$ cat config.mk
export PLATFORM = sky130hd
export DESIGN_NAME = rc4_keystream_decryptor
export DESIGN_NICKNAME = d
export VERILOG_FILES = /design/src/rtl/rc4_keystream_decryptor.sv
export SDC_FILE = /design/constraint.sdc
export NUM_CORES = 1
export LEC_CHECK = 0
export CORE_ASPECT_RATIO = 1.75
export CORE_MARGIN = 2
export CORE_UTILIZATION = 56
export CTS_CLUSTER_DIAMETER = 200
export DETAILED_ROUTE_END_ITERATION = 12
export HOLD_SLACK_MARGIN = 0.08
export PLACE_DENSITY = 0.85
export SYNTH_ARGS = -nofsm -noshare
export SYNTH_HDL_FRONTEND = slang
export SYNTH_SLANG_ARGS = --single-unit
$ cat constraint.sdc
create_clock -name clk -period 4 [get_ports clk]
set_clock_uncertainty 0.2 [all_clocks]
set_input_delay 0.4 -clock clk [delete_from_list [all_inputs] [get_ports clk]]
set_output_delay 0.4 -clock clk [all_outputs]
set_load 0.05 [all_outputs]
$ cat src/rtl/rc4_keystream_decryptor.sv
// RC4 PRGA stage: walks i/j over the shuffled S RAM, XORs each keystream byte with the
// encrypted ROM into the decrypted RAM, and can abort early on non-text plaintext.
module rc4_keystream_decryptor #(
    parameter int unsigned RAM_WIDTH      = 8,
    parameter int unsigned RAM_LENGTH     = 8,
    parameter int unsigned MESSAGE_LENGTH = 32,
    parameter int unsigned MSG_ADDR_WIDTH = 5,
    parameter bit          CHECK_TEXT     = 1'b1
) (
    input  logic                      clk,
    input  logic                      reset,
    input  logic                      start,
    output logic                      finished,
    output logic                      invalid,
    input  logic [RAM_WIDTH-1:0]      s_ram_out,
    output logic [RAM_LENGTH-1:0]     s_address,
    output logic [RAM_WIDTH-1:0]      s_ram_in,
    output logic                      s_write_enable,
    input  logic [RAM_WIDTH-1:0]      enc_rom_out,
    output logic [MSG_ADDR_WIDTH-1:0] enc_address,
    output logic [MSG_ADDR_WIDTH-1:0] dec_address,
    output logic [RAM_WIDTH-1:0]      dec_ram_in,
    output logic                      dec_write_enable,
    output logic [MSG_ADDR_WIDTH-1:0] kTap,
    output logic [7:0]                iTap,
    output logic [7:0]                jTap,
    output logic [3:0]                stateTap
);

    typedef enum logic [3:0] {
        StAwaitStart,
        StIncI,
        StWaitSi,
        StReadSi,
        StWaitSj,
        StReadSj,
        StWriteJ,
        StAddrF,
        StWaitF,
        StReadF,
        StWriteDec
    } state_e;

    localparam logic [MSG_ADDR_WIDTH-1:0] KLast   = MSG_ADDR_WIDTH'(MESSAGE_LENGTH - 1);
    localparam logic [RAM_WIDTH-1:0]      ChSpace = RAM_WIDTH'(32'h20);
    localparam logic [RAM_WIDTH-1:0]      ChLowA  = RAM_WIDTH'(32'h61);
    localparam logic [RAM_WIDTH-1:0]      ChLowZ  = RAM_WIDTH'(32'h7A);

    state_e                    state_q, state_d;
    logic                      start_q, start_prev_q;
    logic [RAM_LENGTH-1:0]     i_q, i_d, j_q, j_d;
    logic [MSG_ADDR_WIDTH-1:0] k_q, k_d;
    logic [RAM_WIDTH-1:0]      si_q, si_d, sj_q, sj_d, p_q, p_d;
    logic                      invalid_q, invalid_d, finished_q, finished_d;
    logic [RAM_LENGTH-1:0]     s_address_q, s_address_d;
    logic [RAM_WIDTH-1:0]      s_ram_in_q, s_ram_in_d;
    logic                      s_we_q, s_we_d;
    logic [MSG_ADDR_WIDTH-1:0] enc_address_q, enc_address_d;
    logic [MSG_ADDR_WIDTH-1:0] dec_address_q, dec_address_d;
    logic [RAM_WIDTH-1:0]      dec_ram_in_q, dec_ram_in_d;
    logic                      dec_we_q, dec_we_d;
    logic                      start_edge;
    logic                      p_is_text;

    // Start is registered twice so a level held high yields a single edge.
    assign start_edge = start_q & ~start_prev_q;
    assign p_is_text  = (p_q == ChSpace) || ((p_q >= ChLowA) && (p_q <= ChLowZ));

    always_comb begin
        state_d       = state_q;
        i_d           = i_q;
        j_d           = j_q;
        k_d           = k_q;
        si_d          = si_q;
        sj_d          = sj_q;
        p_d           = p_q;
        invalid_d     = invalid_q;
        finished_d    = 1'b0;
        s_address_d   = s_address_q;
        s_ram_in_d    = s_ram_in_q;
        s_we_d        = 1'b0;
        enc_address_d = enc_address_q;
        dec_address_d = dec_address_q;
        dec_ram_in_d  = dec_ram_in_q;
        dec_we_d      = 1'b0;

        unique case (state_q)
            StAwaitStart: begin
                if (start_edge) begin
                    i_d       = '0;
                    j_d       = '0;
                    k_d       = '0;
                    invalid_d = 1'b0;
                    state_d   = StIncI;
                end
            end
            StIncI: begin
                i_d           = i_q + RAM_LENGTH'(1);
                s_address_d   = i_q + RAM_LENGTH'(1);
                enc_address_d = k_q;
                state_d       = StWaitSi;
            end
            StWaitSi: state_d = StReadSi;
            StReadSi: begin
                si_d        = s_ram_out;
                j_d         = j_q + RAM_LENGTH'(s_ram_out);
                s_address_d = j_q + RAM_LENGTH'(s_ram_out);
                state_d     = StWaitSj;
            end
            StWaitSj: state_d = StReadSj;
            StReadSj: begin
                sj_d        = s_ram_out;
                s_address_d = i_q;
                s_ram_in_d  = s_ram_out;
                s_we_d      = 1'b1;
                state_d     = StWriteJ;
            end
            StWriteJ: begin
                s_address_d = j_q;
                s_ram_in_d  = si_q;
                s_we_d      = 1'b1;
                state_d     = StAddrF;
            end
            StAddrF: begin
                s_address_d = RAM_LENGTH'(si_q + sj_q);
                state_d     = StWaitF;
            end
            StWaitF: state_d = StReadF;
            StReadF: begin
                p_d     = s_ram_out ^ enc_rom_out;
                state_d = StWriteDec;
            end
            StWriteDec: begin
                if (CHECK_TEXT && !p_is_text) begin
                    invalid_d  = 1'b1;
                    finished_d = 1'b1;
                    state_d    = StAwaitStart;
                end else begin
                    dec_address_d = k_q;
                    dec_ram_in_d  = p_q;
                    dec_we_d      = 1'b1;
                    if (k_q == KLast) begin
                        finished_d = 1'b1;
                        state_d    = StAwaitStart;
                    end else begin
                        k_d     = k_q + MSG_ADDR_WIDTH'(1);
                        state_d = StIncI;
                    end
                end
            end
            default: state_d = StAwaitStart;
        endcase
    end

    always_ff @(posedge clk) begin
        if (reset) begin
            state_q       <= StAwaitStart;
            start_q       <= 1'b0;
            start_prev_q  <= 1'b0;
            i_q           <= '0;
            j_q           <= '0;
            k_q           <= '0;
            si_q          <= '0;
            sj_q          <= '0;
            p_q           <= '0;
            invalid_q     <= 1'b0;
            finished_q    <= 1'b0;
            s_address_q   <= '0;
            s_ram_in_q    <= '0;
            s_we_q        <= 1'b0;
            enc_address_q <= '0;
            dec_address_q <= '0;
            dec_ram_in_q  <= '0;
            dec_we_q      <= 1'b0;
        end else begin
            state_q       <= state_d;
            start_q       <= start;
            start_prev_q  <= start_q;
            i_q           <= i_d;
            j_q           <= j_d;
            k_q           <= k_d;
            si_q          <= si_d;
            sj_q          <= sj_d;
            p_q           <= p_d;
            invalid_q     <= invalid_d;
            finished_q    <= finished_d;
            s_address_q   <= s_address_d;
            s_ram_in_q    <= s_ram_in_d;
            s_we_q        <= s_we_d;
            enc_address_q <= enc_address_d;
            dec_address_q <= dec_address_d;
            dec_ram_in_q  <= dec_ram_in_d;
            dec_we_q      <= dec_we_d;
        end
    end

    assign finished         = finished_q;
    assign invalid          = invalid_q;
    assign s_address        = s_address_q;
    assign s_ram_in         = s_ram_in_q;
    assign s_write_enable   = s_we_q;
    assign enc_address      = enc_address_q;
    assign dec_address      = dec_address_q;
    assign dec_ram_in       = dec_ram_in_q;
    assign dec_write_enable = dec_we_q;
    assign kTap             = k_q;
    assign iTap             = 8'(i_q);
    assign jTap             = 8'(j_q);
    assign stateTap         = state_q;

endmodule

==> impl_metrics.toml <==
[synthesis]
synthTopCellsByArea = "dfxtp_1, nand2_1, a21oi_1"
ys_seq_area_share_pct = 40.5
ys_async_sr_fraction_pct = 0
synth_cell_types = 54
avgSynthCellArea_um2 = 8.22
syn-num-nets = 573
synth_flop_cell = "dfxtp_1"
synth_cells = 535
synth_largest_area_cell = "dfxtp_1"
yosys_warnings = 0
netlist.area_leader.share_pct = 40.5
synth_area_um2 = 4400
synthTopCellsByCount = "dfxtp_1, nand2_1, nor2_1, a21oi_1, o21ai_0"
synth_most_common_cell = "dfxtp_1"
synth_edf_count = 0
synth-seq-cells = 89

[pwr]
power_density_nw_per_um2 = 379
p_leak_nw = 2.06
p_comb_share_pct = 10.0
total_power_mw = 2.12
p_sw_mw = 0.495
p_int_mw = 1.62
peakVddDrop_uv = 342
sequentialPowerShare_pct = 43.6
clockPowerShare_pct = 46.5
swShare_pct = 23.4

[layout]
final_nets = 644
num_antenna_cells = 0
seqCellArea_um2 = 1780
multiInputGateArea_um2 = 2460
fillers = 591
stdcell_count = 699
stdcell_area_um2 = 5600
drive_above_1_share_pct = 5.40
area_growth_pct = 27.3
utilization_pct = 73.9

[floorplanning]
die_y_um = 121
die_w_um = 71.0
start_util_pct = 58.1
io_pins = 82
rows = 42
dieArea_um2 = 8600
design.core.area_um2 = 7570

[setup_path]
path_delay_family = "buffers and inverters"
cp_max_fo = 22
critPathLaunchType = "flip-flop"
slowest_delay_ns = 0.94
worst_r2r_endpoint = "kTap[2]"
crit_buf_inv = 1
cp_data_required_time_ns = 3.40
crit_arrival_ns = 2.15
r2r_cells = 4
r2r_slack_ns = 1.31
crit_chain = "clkdlybuf4s50_1"
r2r-start = "stateTap[3]"
end_kind = "output pin"
crit_type = "flip-flop to output pin"
crit_slowest_cell = "clkdlybuf4s50_1"

[hold_path]
hold_depth = 2
worstHoldStart = "dec_address[4]"
holdPathEnd = "dec_address[4]"
min_path_type = "flip-flop to flip-flop"

[clocking]
cts_made_buffers = 9
clk_pin_slew_worst_paths_ns = 0.06
cts_resized = 0
clock_latency_ns = 0.34
clkSinkCount = 89
clock_path_buffers = 2
cts_hold_buffers = 0
post_cts_buffers = 0
cts.htree.levels = 3
cts_root_buf = "clkbuf_16"
cts_tree = "built"

[placement]
place_area_um2 = 5240
post-dp-hpwl_um = 9040
portBuffers = 81
numPlacedInstances = 683
routabilityCongestion = 0.938

[grt]
grt_overflow = 0
grt_pass1_vias = 4084
grt_pass1_wl_um = 19900
grt_max_degree = 43
grtUsageTotal_pct = 30.0
antenna_found_initial = 0

[sta]
period_needed_ns = 2.75
rsz0062_at_grt = "false"
fmax_mhz = 364
setup_violations = 0
finalCritPeriodShare_pct = 68.8
final_hold_viol_count = 0
final.setup.tns_ns = 0
slew_headroom_pct = 40.1
drv_slew = 0
tightest_slew_ns = 0.898

[drt]
ant_nets = 0
drc_errors = 0
drt-total-wl_um = 12400
drt_pre_antenna_iters = 6
drt_iter0_drc = 368
vias = 4240
vias_per_cell = 6.07
routedWlPerCell_um = 17.7

[status]
status = "finished clean"

[job]
max_cap_violations = 0
==> flip-flops by register name, summed over array words and instances (netlist names), 4 cells and up <==
name and flops:
kTap 5, dec_ram_in 8, si_q 8, jTap 8, s_ram_in 8, dec_address 5, s_address 8, enc_address 5
p_q 8, stateTap 4, sj_q 8, iTap 8
==> cell families after synthesis <==
family | after synthesis | share of synthesized area [%]
compound gates | 140 | 20.6
xor+xnor | 22 | 4.38
fa+ha+maj | 19 | 5.75
buf+inv | 35 | 3.44
flops | 89 | 40.5
mux | 10 | 2.31
simple gates | 220 | 23.0
==> power by group through the flow <==
stage	logic [mW]	registers, mW	clock network, mW
after floorplan	0.0993	0.971	0
after global placement	0.206	0.942	0
after detailed placement	0.208	0.942	0
after CTS	0.209	0.922	1.00
after global routing	0.225	0.924	1.04
final	0.211	0.923	0.985
==> placed cells by master, fill, tap and decap left out, types with 9 or more instances in the layout <==
| cell type | netlist | routed |
|---|---|---|
| mux2i_1 | 9 | 9 |
| nor3_1 | 12 | 12 |
| clkdlybuf4s50_1 | 0 | 80 |
| nand3_1 | 16 | 16 |
| nor2_1 | 59 | 59 |
| xnor2_1 | 18 | 18 |
| nand2_1 | 87 | 87 |
| clkbuf_16 | 0 | 9 |
| o21ai_0 | 27 | 27 |
| a31oi_1 | 11 | 11 |
| nor2b_1 | 15 | 15 |
| dfxtp_1 | 89 | 89 |
| ha_1 | 17 | 17 |
| a21oi_1 | 47 | 47 |
| a211oi_1 | 18 | 18 |
==> final cells by class <==
type | instances | share of cell area [%]
clock inverters | 4 | 1.77
flip-flops and latches | 89 | 31.8
inverters | 7 | 0.470
well taps | 88 | 1.97
multi-input cells | 411 | 44.0
repair buffers | 88 | 15.3
clock buffers | 12 | 4.58
==> through the flow <==
step | hold slack, ns | setup slack, ns
after floorplan | 0.230 | 1.43
after global placement | 0.240 | 1.09
after detailed placement | 0.249 | 1.02
after CTS | 0.258 | 1.26
after global routing | 0.293 | 1.10
final | 0.256 | 1.25
==> worst max path at each step <==
stage,from,end,slack (ns),depth (start not counted)
global placement,s_ram_out[1],s_address[7],1.09,8
finish,stateTap[3],stateTap[3],1.25,1
CTS,stateTap[1],stateTap[1],1.26,1
global route,stateTap[0],s_address[3],1.10,5
detailed placement,s_ram_out[1],s_address[7],1.02,8
floorplan,jTap[1],s_address[7],1.43,7
==> per-layer routing <==
metal  wire [um]  track usage, %
met1        4430            32.0
met5           0               0
met3         634            6.06
met2        6410            50.6
met4         878            23.5
(Power assumes the default switching activity.)
